**src/rtl/ftdi_pkg.sv**
```systemverilog
// ============================================================================
//  Package     : ftdi_pkg
//  Description : Shared definitions for the FT245 synchronous FIFO bus
//                arbiter: FSM state encodings, direction constants and
//                default burst sizing.
//  Revision    : 1.0 - initial release
// ============================================================================
`default_nettype none

package ftdi_pkg;

  // Default burst sizing; the counter width must be able to hold MAX_BURST
  localparam int MAX_BURST_DEF = 64;
  localparam int BURST_W_DEF   = 7;

  typedef logic [2:0] state_t;

  // Arbiter FSM state encodings
  localparam logic [2:0] ST_IDLE  = 3'd0;
  localparam logic [2:0] ST_RX_OE = 3'd1;
  localparam logic [2:0] ST_RX    = 3'd2;
  localparam logic [2:0] ST_TX    = 3'd3;
  localparam logic [2:0] ST_TURN  = 3'd4;

  // Grant direction, remembered across a turnaround for fair alternation
  localparam logic DIR_RX = 1'b0;
  localparam logic DIR_TX = 1'b1;

endpackage

`default_nettype wire

```
**src/rtl/ftdi_burst_cnt.sv**
```systemverilog
// ============================================================================
//  Module      : ftdi_burst_cnt
//  Description : Per-grant byte counter. Clears synchronously, increments on
//                each transfer and saturates at MAX_BURST-1, where it raises
//                its terminal-count flag.
//  Revision    : 1.0 - initial release
// ============================================================================
`default_nettype none

module ftdi_burst_cnt #(
  parameter int MAX_BURST = 64,
  parameter int BURST_W   = 7
) (
  input  logic clk,
  input  logic rst_n,
  input  logic clr_i,
  input  logic en_i,
  output logic tc_o
);

  localparam logic [BURST_W-1:0] TC_VAL = BURST_W'(MAX_BURST - 1);

  logic [BURST_W-1:0] cnt_q;
  logic [BURST_W-1:0] cnt_d;

  assign tc_o = (cnt_q == TC_VAL);

  // Next count: clear wins, otherwise count transfers and hold at terminal count
  always_comb begin
    cnt_d = cnt_q;
    if (clr_i) begin
      cnt_d = '0;
    end else if (en_i && !tc_o) begin
      cnt_d = cnt_q + 1'b1;
    end
  end

  // Counter register
  always_ff @(posedge clk or negedge rst_n) begin
    if (!rst_n) begin
      cnt_q <= '0;
    end else begin
      cnt_q <= cnt_d;
    end
  end

endmodule

`default_nettype wire

```
**src/rtl/ftdi_bus_arbiter.sv**
```systemverilog
// ============================================================================
//  Module      : ftdi_bus_arbiter
//  Description : Owns the half-duplex FT245 synchronous FIFO bus. Shares it
//                between the host->FPGA RX stream and the FPGA->host TX
//                stream with bounded bursts, strobe sequencing and a
//                one-cycle turnaround between every grant.
//  Config      : define FTDI_TX_EN to build the TX path; without it the
//                arbiter is RX-only and the TX outputs are held inactive.
//  Revision    : 1.0 - initial release
// ============================================================================
`default_nettype none

module ftdi_bus_arbiter
  import ftdi_pkg::*;
#(
  parameter int MAX_BURST = MAX_BURST_DEF,
  parameter int BURST_W   = BURST_W_DEF
) (
  input  logic       clk_60,
  input  logic       rst_n,
  input  logic [7:0] data_in,
  output logic [7:0] data_out,
  output logic       data_oe,
  input  logic       rxf_n,
  input  logic       txe_n,
  output logic       oe_n,
  output logic       rd_n,
  output logic       wr_n,
  output logic [7:0] rx_data,
  output logic       rx_valid,
  input  logic       rx_ready,
  input  logic [7:0] tx_data,
  input  logic       tx_valid,
  output logic       tx_ready
);

  state_t state_q, state_d;
  logic   cur_dir_q, cur_dir_d;
  logic   last_dir_q, last_dir_d;

  logic   w_rx_req;
  logic   w_tx_req;
  logic   w_tc;
  logic   w_in_rx;
  logic   w_in_tx;

  assign w_rx_req = !rxf_n && rx_ready;
  assign w_in_rx  = (state_q == ST_RX);

  // All bus outputs decode from the registered state, so an async reset
  // releases every strobe and the bus in the same cycle it is asserted.
  assign oe_n     = !((state_q == ST_RX_OE) || w_in_rx);
  assign rd_n     = !w_in_rx;
  assign rx_valid = w_in_rx && !rxf_n;
  assign rx_data  = data_in;

`ifdef FTDI_TX_EN
  assign w_tx_req = !txe_n && tx_valid;
  assign w_in_tx  = (state_q == ST_TX);
  assign data_oe  = w_in_tx;
  assign wr_n     = !(w_in_tx && tx_valid);
  assign tx_ready = w_in_tx && tx_valid && !txe_n;
  assign data_out = tx_data;
`else
  logic unused_tx;
  assign unused_tx = ^{tx_data, tx_valid, txe_n};
  assign w_tx_req  = 1'b0;
  assign w_in_tx   = 1'b0;
  assign data_oe   = 1'b0;
  assign wr_n      = 1'b1;
  assign tx_ready  = 1'b0;
  assign data_out  = 8'h00;
`endif

  // Per-grant byte counter, held clear whenever no grant is active
  ftdi_burst_cnt #(
    .MAX_BURST (MAX_BURST),
    .BURST_W   (BURST_W)
  ) u_burst_cnt (
    .clk   (clk_60),
    .rst_n (rst_n),
    .clr_i (!(w_in_rx || w_in_tx)),
    .en_i  (rx_valid || tx_ready),
    .tc_o  (w_tc)
  );

  // Arbitration and bus sequencing: grant, burst, turnaround
  always_comb begin
    state_d    = state_q;
    cur_dir_d  = cur_dir_q;
    last_dir_d = last_dir_q;
    case (state_q)
      ST_IDLE: begin
        // With both requesting, the direction not served last wins
        if (w_rx_req && (!w_tx_req || (last_dir_q == DIR_TX))) begin
          state_d   = ST_RX_OE;
          cur_dir_d = DIR_RX;
        end else if (w_tx_req) begin
          state_d   = ST_TX;
          cur_dir_d = DIR_TX;
        end
      end
      ST_RX_OE: state_d = ST_RX;
      ST_RX: begin
        if (rxf_n || !rx_ready || (rx_valid && w_tc)) begin
          state_d = ST_TURN;
        end
      end
`ifdef FTDI_TX_EN
      ST_TX: begin
        if (txe_n || !tx_valid || (tx_ready && w_tc)) begin
          state_d = ST_TURN;
        end
      end
`endif
      ST_TURN: begin
        last_dir_d = cur_dir_q;
        state_d    = ST_IDLE;
      end
      default: state_d = ST_IDLE;
    endcase
  end

  // State and direction history registers
  always_ff @(posedge clk_60 or negedge rst_n) begin
    if (!rst_n) begin
      state_q    <= ST_IDLE;
      cur_dir_q  <= DIR_TX;
      last_dir_q <= DIR_TX;
    end else begin
      state_q    <= state_d;
      cur_dir_q  <= cur_dir_d;
      last_dir_q <= last_dir_d;
    end
  end

endmodule

`default_nettype wire

```
**config.mk**
```make
export PLATFORM = sky130hd
export DESIGN_NAME = ftdi_bus_arbiter
export DESIGN_NICKNAME = d
export VERILOG_FILES = /design/src/rtl/ftdi_pkg.sv /design/src/rtl/ftdi_burst_cnt.sv /design/src/rtl/ftdi_bus_arbiter.sv
export SDC_FILE = /design/constraint.sdc
export NUM_CORES = 1
export LEC_CHECK = 0
export ABC_AREA = 1
export BUFFER_PORTS_ARGS = -buffer_cell sky130_fd_sc_hd__buf_4
export CORE_MARGIN = 2
export CORE_UTILIZATION = 45
export DETAILED_ROUTE_END_ITERATION = 6
export GPL_TIMING_DRIVEN = 0
export PLACE_DENSITY = 0.82
export SLEW_MARGIN = 20
export SYNTH_ARGS = -nofsm -noshare
export SYNTH_HDL_FRONTEND = slang
export SYNTH_SLANG_ARGS = --single-unit
```
**constraint.sdc**
```tcl
create_clock -name clk_60 -period 3.4 [get_ports clk_60]
set_input_delay 0.34 -clock clk_60 [delete_from_list [all_inputs] [get_ports clk_60]]
set_output_delay 0.34 -clock clk_60 [all_outputs]
set_load 0.005 [all_outputs]
```
==> reports/metrics.yaml <==
nFillCells: 144
ys_ff_latch: 10
fin_crit_sh_pct: 44.8
post-route-drc-count: 0
grt_util_met2_pct: 27.5
power_mw: 0.440
reg2reg_to: "state_q[0]$_DFFE_PN0P_"
antenna_found_initial: 0
whs_endpoint: "state_q[1]$_DFFE_PN0P_"
critical_path_required_ns: 3.06
synthArstFlopShare_pct: 100
busiest_layer: "met2"
hpwl_um: 1070
seq_area_frac_synth_pct: 33.7
wl_um: 1380
fin_worst_skew_ns: 0.000684
cts_buffers: 3
clock_path_buffers: 2
synth_ff_type: "dfrtp_1"
r2r-start: "u_burst_cnt.cnt_q[0]$_DFFE_PN0P_"
port_buffers: 14
ff2ff_path_depth: 7
dieArea_um2: 1990
yosysTopAreaCellShare_pct: 33.7
yosysMostFrequentCell: "nand2_1"
cp_max_fo: 8
synth_area_um2: 742
postCtsSetupBuffers: 0
leakagePower_nw: 0.508
finalSetupViolCount: 0
cts_tree: "yes"
cts.clk_slew.worst_paths_ns: 0.06
via_per_inst: 4.49
netlist_instances: 99
drv_slew: 0
drt-initial-drc-count: 9
fin_area_um2: 933
grt_max_degree: 11
hold_class: "input port to flop"
initial_utilization_pct: 48.7
num_rows: 14
cap_violations: 0
num_antenna_cells: 0
critPathLaunchType: "flop"
syn_area_per_cell_um2: 7.49
fin_setup_tns_ns: 0
ys_warn_count: 0
finalHoldViolations: 0
cts_sinks: 10
ys_top_cells_by_area: "dfrtp_1 (34%), buf_4 (19%), nand2_1 (13%)"
holdPathStages: 3
crit_chain: "inv_1 > nand3_4 > nand2_1 > inv_1 > buf_4"
die_w_um: 44.6
synth_edf_count: 0
use_met1_pct: 16.8
syn2layout_area_growth_pct: 25.8
num_vias: 638
grt_pass1_vias: 538
wl_per_cell_um: 9.73
die_h_um: 44.6
layout.nets: 151
gp_congestion: 0.849
synth_common_cells: "nand2_1 (25), buf_4 (19), dfrtp_1 (10)"
critPathSlowestCell: "dfrtp_1"
antenna_left: 0
worstSetupEndpointType: "output pin"
firstDrtPassIters: 4
hold_start: "rx_ready"
worstSetupPathType: "flop to output pin"
cp_num_buf_inv: 3
gr-total-overflow: 0
worst-r2r-setup-slack_ns: 2.01
seqCellArea_um2: 250
peakVddDrop_v: 0.000305
rsz0062_at_grt: "no"
arrival_ns: 1.18
core_region_area_um2: 1520
multiInputGateArea_um2: 345
cp_top_family: "flip-flops"
track_usage_pct: 15.7
ys_types: 21
post_dp_cell_area_um2: 901
critPathMaxStageDelay_ns: 0.39
max_freq_mhz: 656
grt_pass1_wl_um: 2210
powerDensity_nw_per_um2: 471
yosysTopAreaCell: "dfrtp_1"
status: "complete, no violations"
crit_path_frequent_cell: "inv_1"
cts-htree-levels: 1
drive_above_1_share_pct: 38.1
clockRootBuffer: "clkbuf_4"
fin_crit_ns: 1.52
grt_use_met3_pct: 2.45
clock_latency_ns: 0.27
num_io_pins: 44
## flip-flops by register name, indices dropped and copies added, names as in the netlist
name and flops:
u_burst_cnt.cnt_q 7, state_q 3
## area by class of cell
| cell class | count | area share [%] |
|---|---|---|
| Timing Repair Buffer | 15 | 12.3 |
| Inverter | 10 | 4.02 |
| Multi-Input combinational cell | 69 | 37.0 |
| Clock buffer | 3 | 2.41 |
| Sequential cell | 10 | 26.8 |
| Buffer | 19 | 15.3 |
| Tap cell | 16 | 2.14 |
## what timing repair did
action,CTS,global route
hold endpoints to repair,10,0
hold buffers,1,0
gates resized for setup,0,0
## cells by family (layout without fill, tap and decap cells)
kind of cell,Yosys count,count (layout),share of synthesized area (%)
AOI/OAI and AO/OA,6,6,4.89
adders and majority gates,1,1,1.69
buffers and inverters,29,47,24.3
DFF,10,10,33.7
other,2,11,1.01
and+or+nand+nor,51,51,34.4
## worst max-delay path by stage
stage,from,end,depth (start not counted)
finish,state_q[0]$_DFFE_PN0P_,oe_n,5
detailed placement,u_burst_cnt.cnt_q[0]$_DFFE_PN0P_,state_q[0]$_DFFE_PN0P_,7
global route,state_q[0]$_DFFE_PN0P_,rx_valid,4
floorplan,u_burst_cnt.cnt_q[0]$_DFFE_PN0P_,state_q[0]$_DFFE_PN0P_,7
global placement,u_burst_cnt.cnt_q[0]$_DFFE_PN0P_,state_q[0]$_DFFE_PN0P_,7
CTS,state_q[0]$_DFFE_PN0P_,oe_n,5
## layer usage
metal / share of wire, % / wire (um) / vias up
li1: - / - / 334
met1: 43 / 599 / 272
met2: 47 / 650 / 27
met3: 7.0 / 97 / 5
met4: 2.5 / 35 / 0
met5: 0 / 0 / -
## layout by cell type, fill, tap and decap left out
cell type,count
buf_4,33
nand2_1,25
conb_1,11
dfrtp_1,10
inv_1,9
nor2_1,7
nand3_1,6
nor2_2,3
o21ai_0,3
clkbuf_4,3
nor2_4,2
nand2_2,2
nand4_1,2
nand3_4,1
inv_2,1
nand3_2,1
nor3_1,1
or2_2,1
a21oi_1,1
a21oi_2,1
o21bai_1,1
ha_1,1
dlygate4sd3_1,1
## power by group
part           internal (mW)  switching [mW]
Clock                 0.0410          0.0414
Combinational         0.0860           0.106
Sequential             0.141          0.0246
Total                  0.268           0.172
## through the flow
step           hold slack, ns  cells  setup slack [ns]  util [%]
2_1_floorplan          0.0444    108              2.18         -
3_3_place_gp            0.171    138              2.07      59.1
3_5_place_dp            0.178    138              2.04      59.1
4_1_cts                 0.301    142              1.85      61.2
5_1_grt                 0.326    142              1.78      61.2
6_report                0.307    142              1.88      61.2
## worst min-delay path, cell delays in order
cell,delay [ns]
buf_4,0.09
nand2_2,0.06
nand2_1,0.05
Power figures use the tool's default switching activity.
